===== src/rtl/apb4_pkg.sv =====
// Shared APB4 definitions for the requester (bridge) and completer-side stages.
package apb4_pkg;

    // Transfer phase of an APB4 requester
    typedef enum logic [1:0] {
        APB_IDLE   = 2'd0,
        APB_SETUP  = 2'd1,
        APB_ACCESS = 2'd2
    } apb_state_t;

    // Bit positions inside pprot
    localparam int PROT_PRIV   = 0;
    localparam int PROT_NONSEC = 1;
    localparam int PROT_INSTR  = 2;

    // Counter width able to hold 0..timeout; never narrower than one bit
    function automatic int cnt_width(input int timeout);
        return (timeout < 1) ? 1 : $clog2(timeout + 1);
    endfunction

endpackage


===== src/rtl/apb4_timeout_counter.sv =====
// Counts ACCESS cycles spent waiting for pready; flags the last permitted cycle.
module apb4_timeout_counter
    import apb4_pkg::*;
#(
    parameter int TIMEOUT = 16
) (
    input  logic pclk,
    input  logic presetn,
    input  logic clear,
    input  logic enable,
    output logic expired
);

    localparam int CNT_W = cnt_width(TIMEOUT);
    // Count value seen during the TIMEOUT-th waiting cycle
    localparam logic [CNT_W-1:0] LAST_CNT = (TIMEOUT == 0) ? '0 : CNT_W'(TIMEOUT - 1);

    logic [CNT_W-1:0] count_r;
    logic             expired_s;

    // Expiry is reported during the cycle that would be the TIMEOUT-th wait, so
    // the requester aborts on that cycle's closing edge; TIMEOUT=0 never expires.
    always_comb begin
        expired_s = 1'b0;
        if ((TIMEOUT != 0) && enable && (count_r == LAST_CNT)) begin
            expired_s = 1'b1;
        end else begin
            expired_s = 1'b0;
        end
    end

    assign expired = expired_s;

    // Wait-cycle counter: cleared each SETUP, advances on every stalled ACCESS cycle
    always_ff @(posedge pclk or negedge presetn) begin
        if (!presetn) begin
            count_r <= '0;
        end else if (clear) begin
            count_r <= '0;
        end else if (enable && !expired_s) begin
            count_r <= count_r + CNT_W'(1);
        end else begin
            count_r <= count_r;
        end
    end

endmodule


===== src/rtl/apb4_master_bridge.sv =====
// Valid/ready command to APB4 transfer bridge with a single outstanding transfer,
// registered APB outputs, a held response channel and a pready timeout.
module apb4_master_bridge
    import apb4_pkg::*;
#(
    parameter int ADDR_W  = 16,
    parameter int DATA_W  = 16,
    parameter int STRB_W  = DATA_W / 8,
    parameter int TIMEOUT = 16
) (
    input  logic              pclk,
    input  logic              presetn,
    input  logic              cmd_valid,
    output logic              cmd_ready,
    input  logic              cmd_write,
    input  logic [ADDR_W-1:0] cmd_addr,
    input  logic [DATA_W-1:0] cmd_wdata,
    input  logic [STRB_W-1:0] cmd_strb,
    input  logic [2:0]        cmd_prot,
    output logic              rsp_valid,
    input  logic              rsp_ready,
    output logic [DATA_W-1:0] rsp_rdata,
    output logic              rsp_err,
    output logic              rsp_timeout,
    output logic [ADDR_W-1:0] paddr,
    output logic              pwrite,
    output logic              psel,
    output logic              penable,
    output logic [DATA_W-1:0] pwdata,
    output logic [STRB_W-1:0] pstrb,
    output logic [2:0]        pprot,
    input  logic [DATA_W-1:0] prdata,
    input  logic              pready,
    input  logic              pslverr
);

    apb_state_t        state_r,   state_s;
    logic [ADDR_W-1:0] paddr_r,   paddr_s;
    logic              pwrite_r,  pwrite_s;
    logic              psel_r,    psel_s;
    logic              penable_r, penable_s;
    logic [DATA_W-1:0] pwdata_r,  pwdata_s;
    logic [STRB_W-1:0] pstrb_r,   pstrb_s;
    logic [2:0]        pprot_r,   pprot_s;
    logic              rsp_valid_r,   rsp_valid_s;
    logic [DATA_W-1:0] rsp_rdata_r,   rsp_rdata_s;
    logic              rsp_err_r,     rsp_err_s;
    logic              rsp_timeout_r, rsp_timeout_s;
    logic              cmd_ready_s;
    logic              expired_s;

    // Only idle with no response pending may take a command; no overlap of response and transfer
    assign cmd_ready_s = (state_r == APB_IDLE) && !rsp_valid_r;

    apb4_timeout_counter #(
        .TIMEOUT (TIMEOUT)
    ) u_timeout (
        .pclk    (pclk),
        .presetn (presetn),
        .clear   (state_r == APB_SETUP),
        .enable  ((state_r == APB_ACCESS) && !pready),
        .expired (expired_s)
    );

    // Next state and next values of every registered output
    always_comb begin
        state_s       = state_r;
        paddr_s       = paddr_r;
        pwrite_s      = pwrite_r;
        psel_s        = psel_r;
        penable_s     = penable_r;
        pwdata_s      = pwdata_r;
        pstrb_s       = pstrb_r;
        pprot_s       = pprot_r;
        rsp_valid_s   = rsp_valid_r;
        rsp_rdata_s   = rsp_rdata_r;
        rsp_err_s     = rsp_err_r;
        rsp_timeout_s = rsp_timeout_r;

        if (rsp_valid_r && rsp_ready) begin
            rsp_valid_s = 1'b0;
        end else begin
            rsp_valid_s = rsp_valid_r;
        end

        case (state_r)
            APB_IDLE: begin
                if (cmd_valid && cmd_ready_s) begin
                    state_s   = APB_SETUP;
                    paddr_s   = cmd_addr;
                    pwrite_s  = cmd_write;
                    pprot_s   = cmd_prot;
                    // Reads drive zero data and strobes
                    pwdata_s  = cmd_write ? cmd_wdata : '0;
                    pstrb_s   = cmd_write ? cmd_strb  : '0;
                    psel_s    = 1'b1;
                    penable_s = 1'b0;
                end else begin
                    state_s = APB_IDLE;
                end
            end
            APB_SETUP: begin
                state_s   = APB_ACCESS;
                penable_s = 1'b1;
            end
            APB_ACCESS: begin
                if (pready) begin
                    state_s       = APB_IDLE;
                    psel_s        = 1'b0;
                    penable_s     = 1'b0;
                    rsp_valid_s   = 1'b1;
                    rsp_rdata_s   = pwrite_r ? '0 : prdata;
                    rsp_err_s     = pslverr;
                    rsp_timeout_s = 1'b0;
                end else if (expired_s) begin
                    state_s       = APB_IDLE;
                    psel_s        = 1'b0;
                    penable_s     = 1'b0;
                    rsp_valid_s   = 1'b1;
                    rsp_rdata_s   = '0;
                    rsp_err_s     = 1'b1;
                    rsp_timeout_s = 1'b1;
                end else begin
                    state_s = APB_ACCESS;
                end
            end
            default: begin
                state_s   = APB_IDLE;
                psel_s    = 1'b0;
                penable_s = 1'b0;
            end
        endcase
    end

    // State and output registers; reset drops an in-flight transfer and any pending response
    always_ff @(posedge pclk or negedge presetn) begin
        if (!presetn) begin
            state_r       <= APB_IDLE;
            paddr_r       <= '0;
            pwrite_r      <= 1'b0;
            psel_r        <= 1'b0;
            penable_r     <= 1'b0;
            pwdata_r      <= '0;
            pstrb_r       <= '0;
            pprot_r       <= 3'b000;
            rsp_valid_r   <= 1'b0;
            rsp_rdata_r   <= '0;
            rsp_err_r     <= 1'b0;
            rsp_timeout_r <= 1'b0;
        end else begin
            state_r       <= state_s;
            paddr_r       <= paddr_s;
            pwrite_r      <= pwrite_s;
            psel_r        <= psel_s;
            penable_r     <= penable_s;
            pwdata_r      <= pwdata_s;
            pstrb_r       <= pstrb_s;
            pprot_r       <= pprot_s;
            rsp_valid_r   <= rsp_valid_s;
            rsp_rdata_r   <= rsp_rdata_s;
            rsp_err_r     <= rsp_err_s;
            rsp_timeout_r <= rsp_timeout_s;
        end
    end

    assign cmd_ready   = cmd_ready_s;
    assign paddr       = paddr_r;
    assign pwrite      = pwrite_r;
    assign psel        = psel_r;
    assign penable     = penable_r;
    assign pwdata      = pwdata_r;
    assign pstrb       = pstrb_r;
    assign pprot       = pprot_r;
    assign rsp_valid   = rsp_valid_r;
    assign rsp_rdata   = rsp_rdata_r;
    assign rsp_err     = rsp_err_r;
    assign rsp_timeout = rsp_timeout_r;

endmodule


===== config.mk =====
export PLATFORM = sky130hd
export DESIGN_NAME = apb4_master_bridge
export DESIGN_NICKNAME = d
export VERILOG_FILES = /design/src/rtl/apb4_pkg.sv /design/src/rtl/apb4_timeout_counter.sv /design/src/rtl/apb4_master_bridge.sv
export SDC_FILE = /design/constraint.sdc
export NUM_CORES = 1
export LEC_CHECK = 0
export CORE_AREA = 3 3 110 112
export CTS_CLUSTER_DIAMETER = 150
export DETAILED_ROUTE_END_ITERATION = 8
export DIE_AREA = 0 0 113 115
export SLEW_MARGIN = 20
export SYNTH_ARGS = -nofsm -noshare
export SYNTH_HDL_FRONTEND = slang
export SYNTH_HIERARCHICAL = 1
export SYNTH_SLANG_ARGS = --single-unit

===== constraint.sdc =====
create_clock -name pclk -period 2.7 [get_ports pclk]
set_input_delay 0.675 -clock pclk [delete_from_list [all_inputs] [get_ports pclk]]
set_output_delay 0.675 -clock pclk [all_outputs]
set_load 0.05 [all_outputs]

# Word level (Yosys, flattened, before mapping)
# Index checks and enable logic that the tools add are counted.
# op_classes
n_reduce_logical	16
muxes	25
add_sub_neg	1
div	0
mul	0
shifts	0
n_lt_le_gt_ge	0
bitwise	1
n_eq_ne	5
# op_table
cell	count
16-bit two-way mux	4
1-bit two-way mux	13
5-bit two-way mux	2
1-bit logical AND	6
2-bit two-way mux	3
1-bit case mux with 3 select lines	2
2-bit case mux with 3 select lines	1
2-bit AND reduction	3
5-bit by 1-bit adder with 5-bit output, second input constant	1
5-bit by 4-bit equality test with 1-bit output, second input constant	1
2-bit nonzero test	2
1-bit logical NOT	3
3-bit by 2-bit != test with 1-bit output, second input constant	1
3-bit AND reduction	1
2-bit by 1-bit equality test with 1-bit output, second input constant	1
2-bit equality test, second input constant	1
2-bit logical NOT	1
2-bit by 1-bit != test with 1-bit output, second input constant	1
1-bit inverter	1
# totals
latchBits	0
regBits	66
mem_count	0
rom_bits	0
elab_cells	61
ramBits	0
out_inout_bits	60
inputBits	60

# Longest topological paths before layout
# logic_depth
depth_word	8
ltp_mapped	8
mapped_depth_nobuf	7

# Modules after synthesis
# Netlist, hierarchy kept.
# by_module_without_submodules
module	area_per_inst_um2	instances	cells_each
apb4_master_bridge	2498.6	1	222
apb4_timeout_counter	275.3	1	24

# Least setup slack after synthesis
# Ideal clock, no wire load.
# synth_path
kind	reg-to-output
from	reg rsp_valid_r (netlist: rsp_valid)
to	out cmd_ready
slack_ns	0.289
t_arrival_ns	1.736
t_required_ns	2.025
stages_incl_launch_ff	2
path_buffers	0
path_cell_list	dfrtp_1 nor3_1
# synth_between
elab_chain_cells	2
# synth_rtl
item	line	text
from (decl)	apb4_master_bridge.sv:45	logic rsp_valid_r, rsp_valid_s;
from (signal assigned)	apb4_master_bridge.sv:159	rsp_valid_r <= rsp_valid_s;
1-bit logical NOT	apb4_master_bridge.sv:53	assign cmd_ready_s = (state_r == APB_IDLE) && !rsp_valid_r;
1-bit logical AND	apb4_master_bridge.sv:53	
to (decl)	apb4_master_bridge.sv:14	output logic cmd_ready,
# No other way between the ends.

# Final worst setup path
# layout_path
from	reg state_r[0]
to	out cmd_ready
# layout_between
elab_chain_cells	2
# layout_rtl
item	line	text
from (decl)	apb4_master_bridge.sv:37	apb_state_t state_r, state_s;
from (signal assigned)	apb4_master_bridge.sv:151	state_r <= state_s;
2-bit logical NOT	apb4_master_bridge.sv:53	
1-bit logical AND	apb4_master_bridge.sv:53	
# No other way between the ends.

==> out/metrics.yaml <==
rows: 39
synth_cell_types: 29
yosys.area_share.simple_pct: 12.3
die_area_um2: 13000
diodes: 0
rr_worst_depth: 3
final-hold-violation-count: 0
cts_resized: 0
first_pass_iters: 4
worstPathMaxFanout: 7
fillerInstances: 1127
hpwl_mm: 5.06
startpoint: "state_r[0]"
max_stage_delay_ns: 0.85
rsz0062_at_grt: "false"
clkPwrFrac_pct: 17.2
setup_viol_count_final: 0
cts-root-buf: "clkbuf_16"
slew_violations: 0
netlist.area_leader.share_pct: 59.5
fin_crit_sh_pct: 91.9
clk_pin_slew_worst_paths_ns: 0.05
instances_no_fill: 514
post_cts_buffers: 0
synth_edf_count: 0
vias: 2218
worst_pin_slew_ns: 0.750
grtUsageTotal_pct: 11.0
ys_ff_latch: 66
p_per_area_nw_per_um2: 1300
layout_commonest_cell: "clkdlybuf4s50_1"
grt_start_max_net_pins: 59
internal_power_mw: 3.13
gp_congestion: 0.741
r2r_end: "pprot[0]"
die_h_um: 115
total_power_mw: 5.67
cts_tree: "yes"
layout_common_cells: "clkdlybuf4s50_1 (118), dfrtp_1 (66), nand2_1 (54)"
ctsHoldBuffers: 0
io_pins: 120
syn_avg_cell_area_um2: 11.3
synth_top_cell_by_area: "dfrtp_1"
final_nets: 431
r2r_slack_ns: 0.86
clkSinkCount: 66
core-area_um2: 11300
wl_mm: 7.00
p_comb_share_pct: 54.2
outcome: "finished, final reports clean"
syn_area_um2: 2770
synthArstFlopShare_pct: 100
fin_crit_ns: 2.48
wl_per_cell_um: 13.6
htreeDepth: 3
crit_chain: "nor3_1, clkdlybuf4s50_1"
final.setup.worst_slack_ns: 0.218
arrival_ns: 1.81
worst-setup-path-type: "flip-flop to output pin"
worstReg2RegStart: "state_r[0]"
switching_power_mw: 2.54
drv_cap: 0
drc: 0
leakagePower_nw: 1.92
synth_xor_area_share_pct: 0.631
antenna_left: 0
synth_nets: 308
critPathLaunchType: "flip-flop"
seq_power_share_pct: 28.6
tns_ns: 0
ys_seq_area_share_pct: 59.5
placed_cells: 501
grt_pass1_wl_mm: 11.4
grt_pass1_vias: 2227
worst_path_max_delay_cell: "clkdlybuf4s50_1"
numCtsBuffers: 9
cp-end-kind: "output pin"
crit_buf_inv: 1
syn_inst: 246
synth-compound-area-share_pct: 11.1
areaGrowthSynthToFinish_pct: 57.4
slew_headroom_pct: 49.9
ys.flop_type: "dfrtp_1"
synth_area_leaders: "dfrtp_1 (60%), mux2_4 (11%), o21ai_0 (9.2%)"
start_util_pct: 24.5
drive_gt1_share_pct: 11.3
synthAdderAreaFrac_pct: 0.902
io_buffers: 119
vdd_ir_drop_max_v: 0.000602
fmax_mhz: 403
cp.required_ns: 2.03
skew_ns: 0.00498
cts_buffer_depth: 2
grt.overflow.total: 0
crit_family: "buffers and inverters"
synthMuxAreaShare_pct: 11.7
clkLatencyLatePin_ns: 0.32
switching_share_pct: 44.8
die_w_um: 113
drt-initial-drc-count: 160
synth_top_family_by_area: "simple AND/OR/NAND/NOR gates"
via_per_inst: 4.32
ys_warn_count: 6
antenna_found_initial: 0
hold_class: "primary input to asynchronous set/reset pin"
preCtsSetupSlack_ns: 0.215
-- power by group through the flow --
stage          registers [mW]  clock network (mW)  logic (mW)
6_report                 1.62               0.976        3.07
2_1_floorplan            2.86                   0       0.829
3_5_place_dp             1.63                   0        3.11
3_3_place_gp             1.63                   0        3.07
4_1_cts                  1.62                1.02        3.11
5_1_grt                  1.68                1.06        3.23
-- final cells by class --
type	instances	area (um2)	area share, %
Clock buffer	12	236	5.42
Clock inverter	1	5.00	0.115
Inverter	4	15.0	0.344
Multi-Input combinational cell	162	1020	23.3
Sequential cell	66	1650	37.8
Tap cell	143	179	4.10
Timing Repair Buffer	126	1260	28.9
-- logic make-up (layout without fill, tap and decap cells) --
| kind of cell | count (synthesis) | count (layout) |
|---|---|---|
| buffers and inverters | 18 | 143 |
| AOI/OAI and AO/OA | 60 | 60 |
| xor gates and xnor gates | 2 | 2 |
| and+or+nand+nor | 76 | 76 |
| adders and majority gates | 2 | 2 |
| DFF | 66 | 66 |
| muxes | 22 | 22 |
-- synthesized netlist by cell type, types with 2 or more instances --
cell type and instances:
nand2_1 54, o21ai_0 51, buf_6 5, nor2_1 7, nor2b_1 4, mux2_4 21, a21oi_1 4, ha_1 2
inv_1 4, clkbuf_1 8, o21ai_1 2, nand2b_1 2, dfrtp_1 66
-- per-stage QoR --
stage | area (um2) | hold WS [ns] | util [%]
final | 4370 | 0.362 | 38.6
after global routing | 4370 | 0.407 | 38.6
after CTS | 4370 | 0.371 | 38.6
after detailed placement | 4130 | 0.474 | 36.4
after global placement | 4130 | 0.463 | 36.4
after floorplan | 2770 | 0.379 | -
-- metal layers --
layer	global-route usage, %	wire length (um)	vias to the layer above
li1	-	-	1072
met1	14.5	3150	1065
met5	0	0	-
met3	3.21	380	11
met4	4.65	146	0
met2	16.9	3330	70
-- worst register-to-register path: stages, from the launching register on --
cell	delay [ns]
dfrtp_1	0.43
or4b_2	0.69
buf_12	0.22
mux2_4	0.38
-- worst max-delay path by stage --
stage	cells past startpoint	end	slack (ns)
finish	2	cmd_ready	0.22
global route	2	cmd_ready	0.08
CTS	2	cmd_ready	0.18
detailed placement	4	paddr[11]	0.21
global placement	4	pprot[1]	0.22
floorplan	1	cmd_ready	0.29
-- registers in the layout (all words and copies together), names as in the netlist --
name and cells:
state_r 2, pprot 3, pstrb 2, rsp_timeout 1, rsp_err 1, penable 1, pwdata 16, rsp_valid 1
rsp_rdata 16, psel 1, pwrite 1, paddr 16, u_timeout/count_r 5
(Power assumes the default switching activity.)
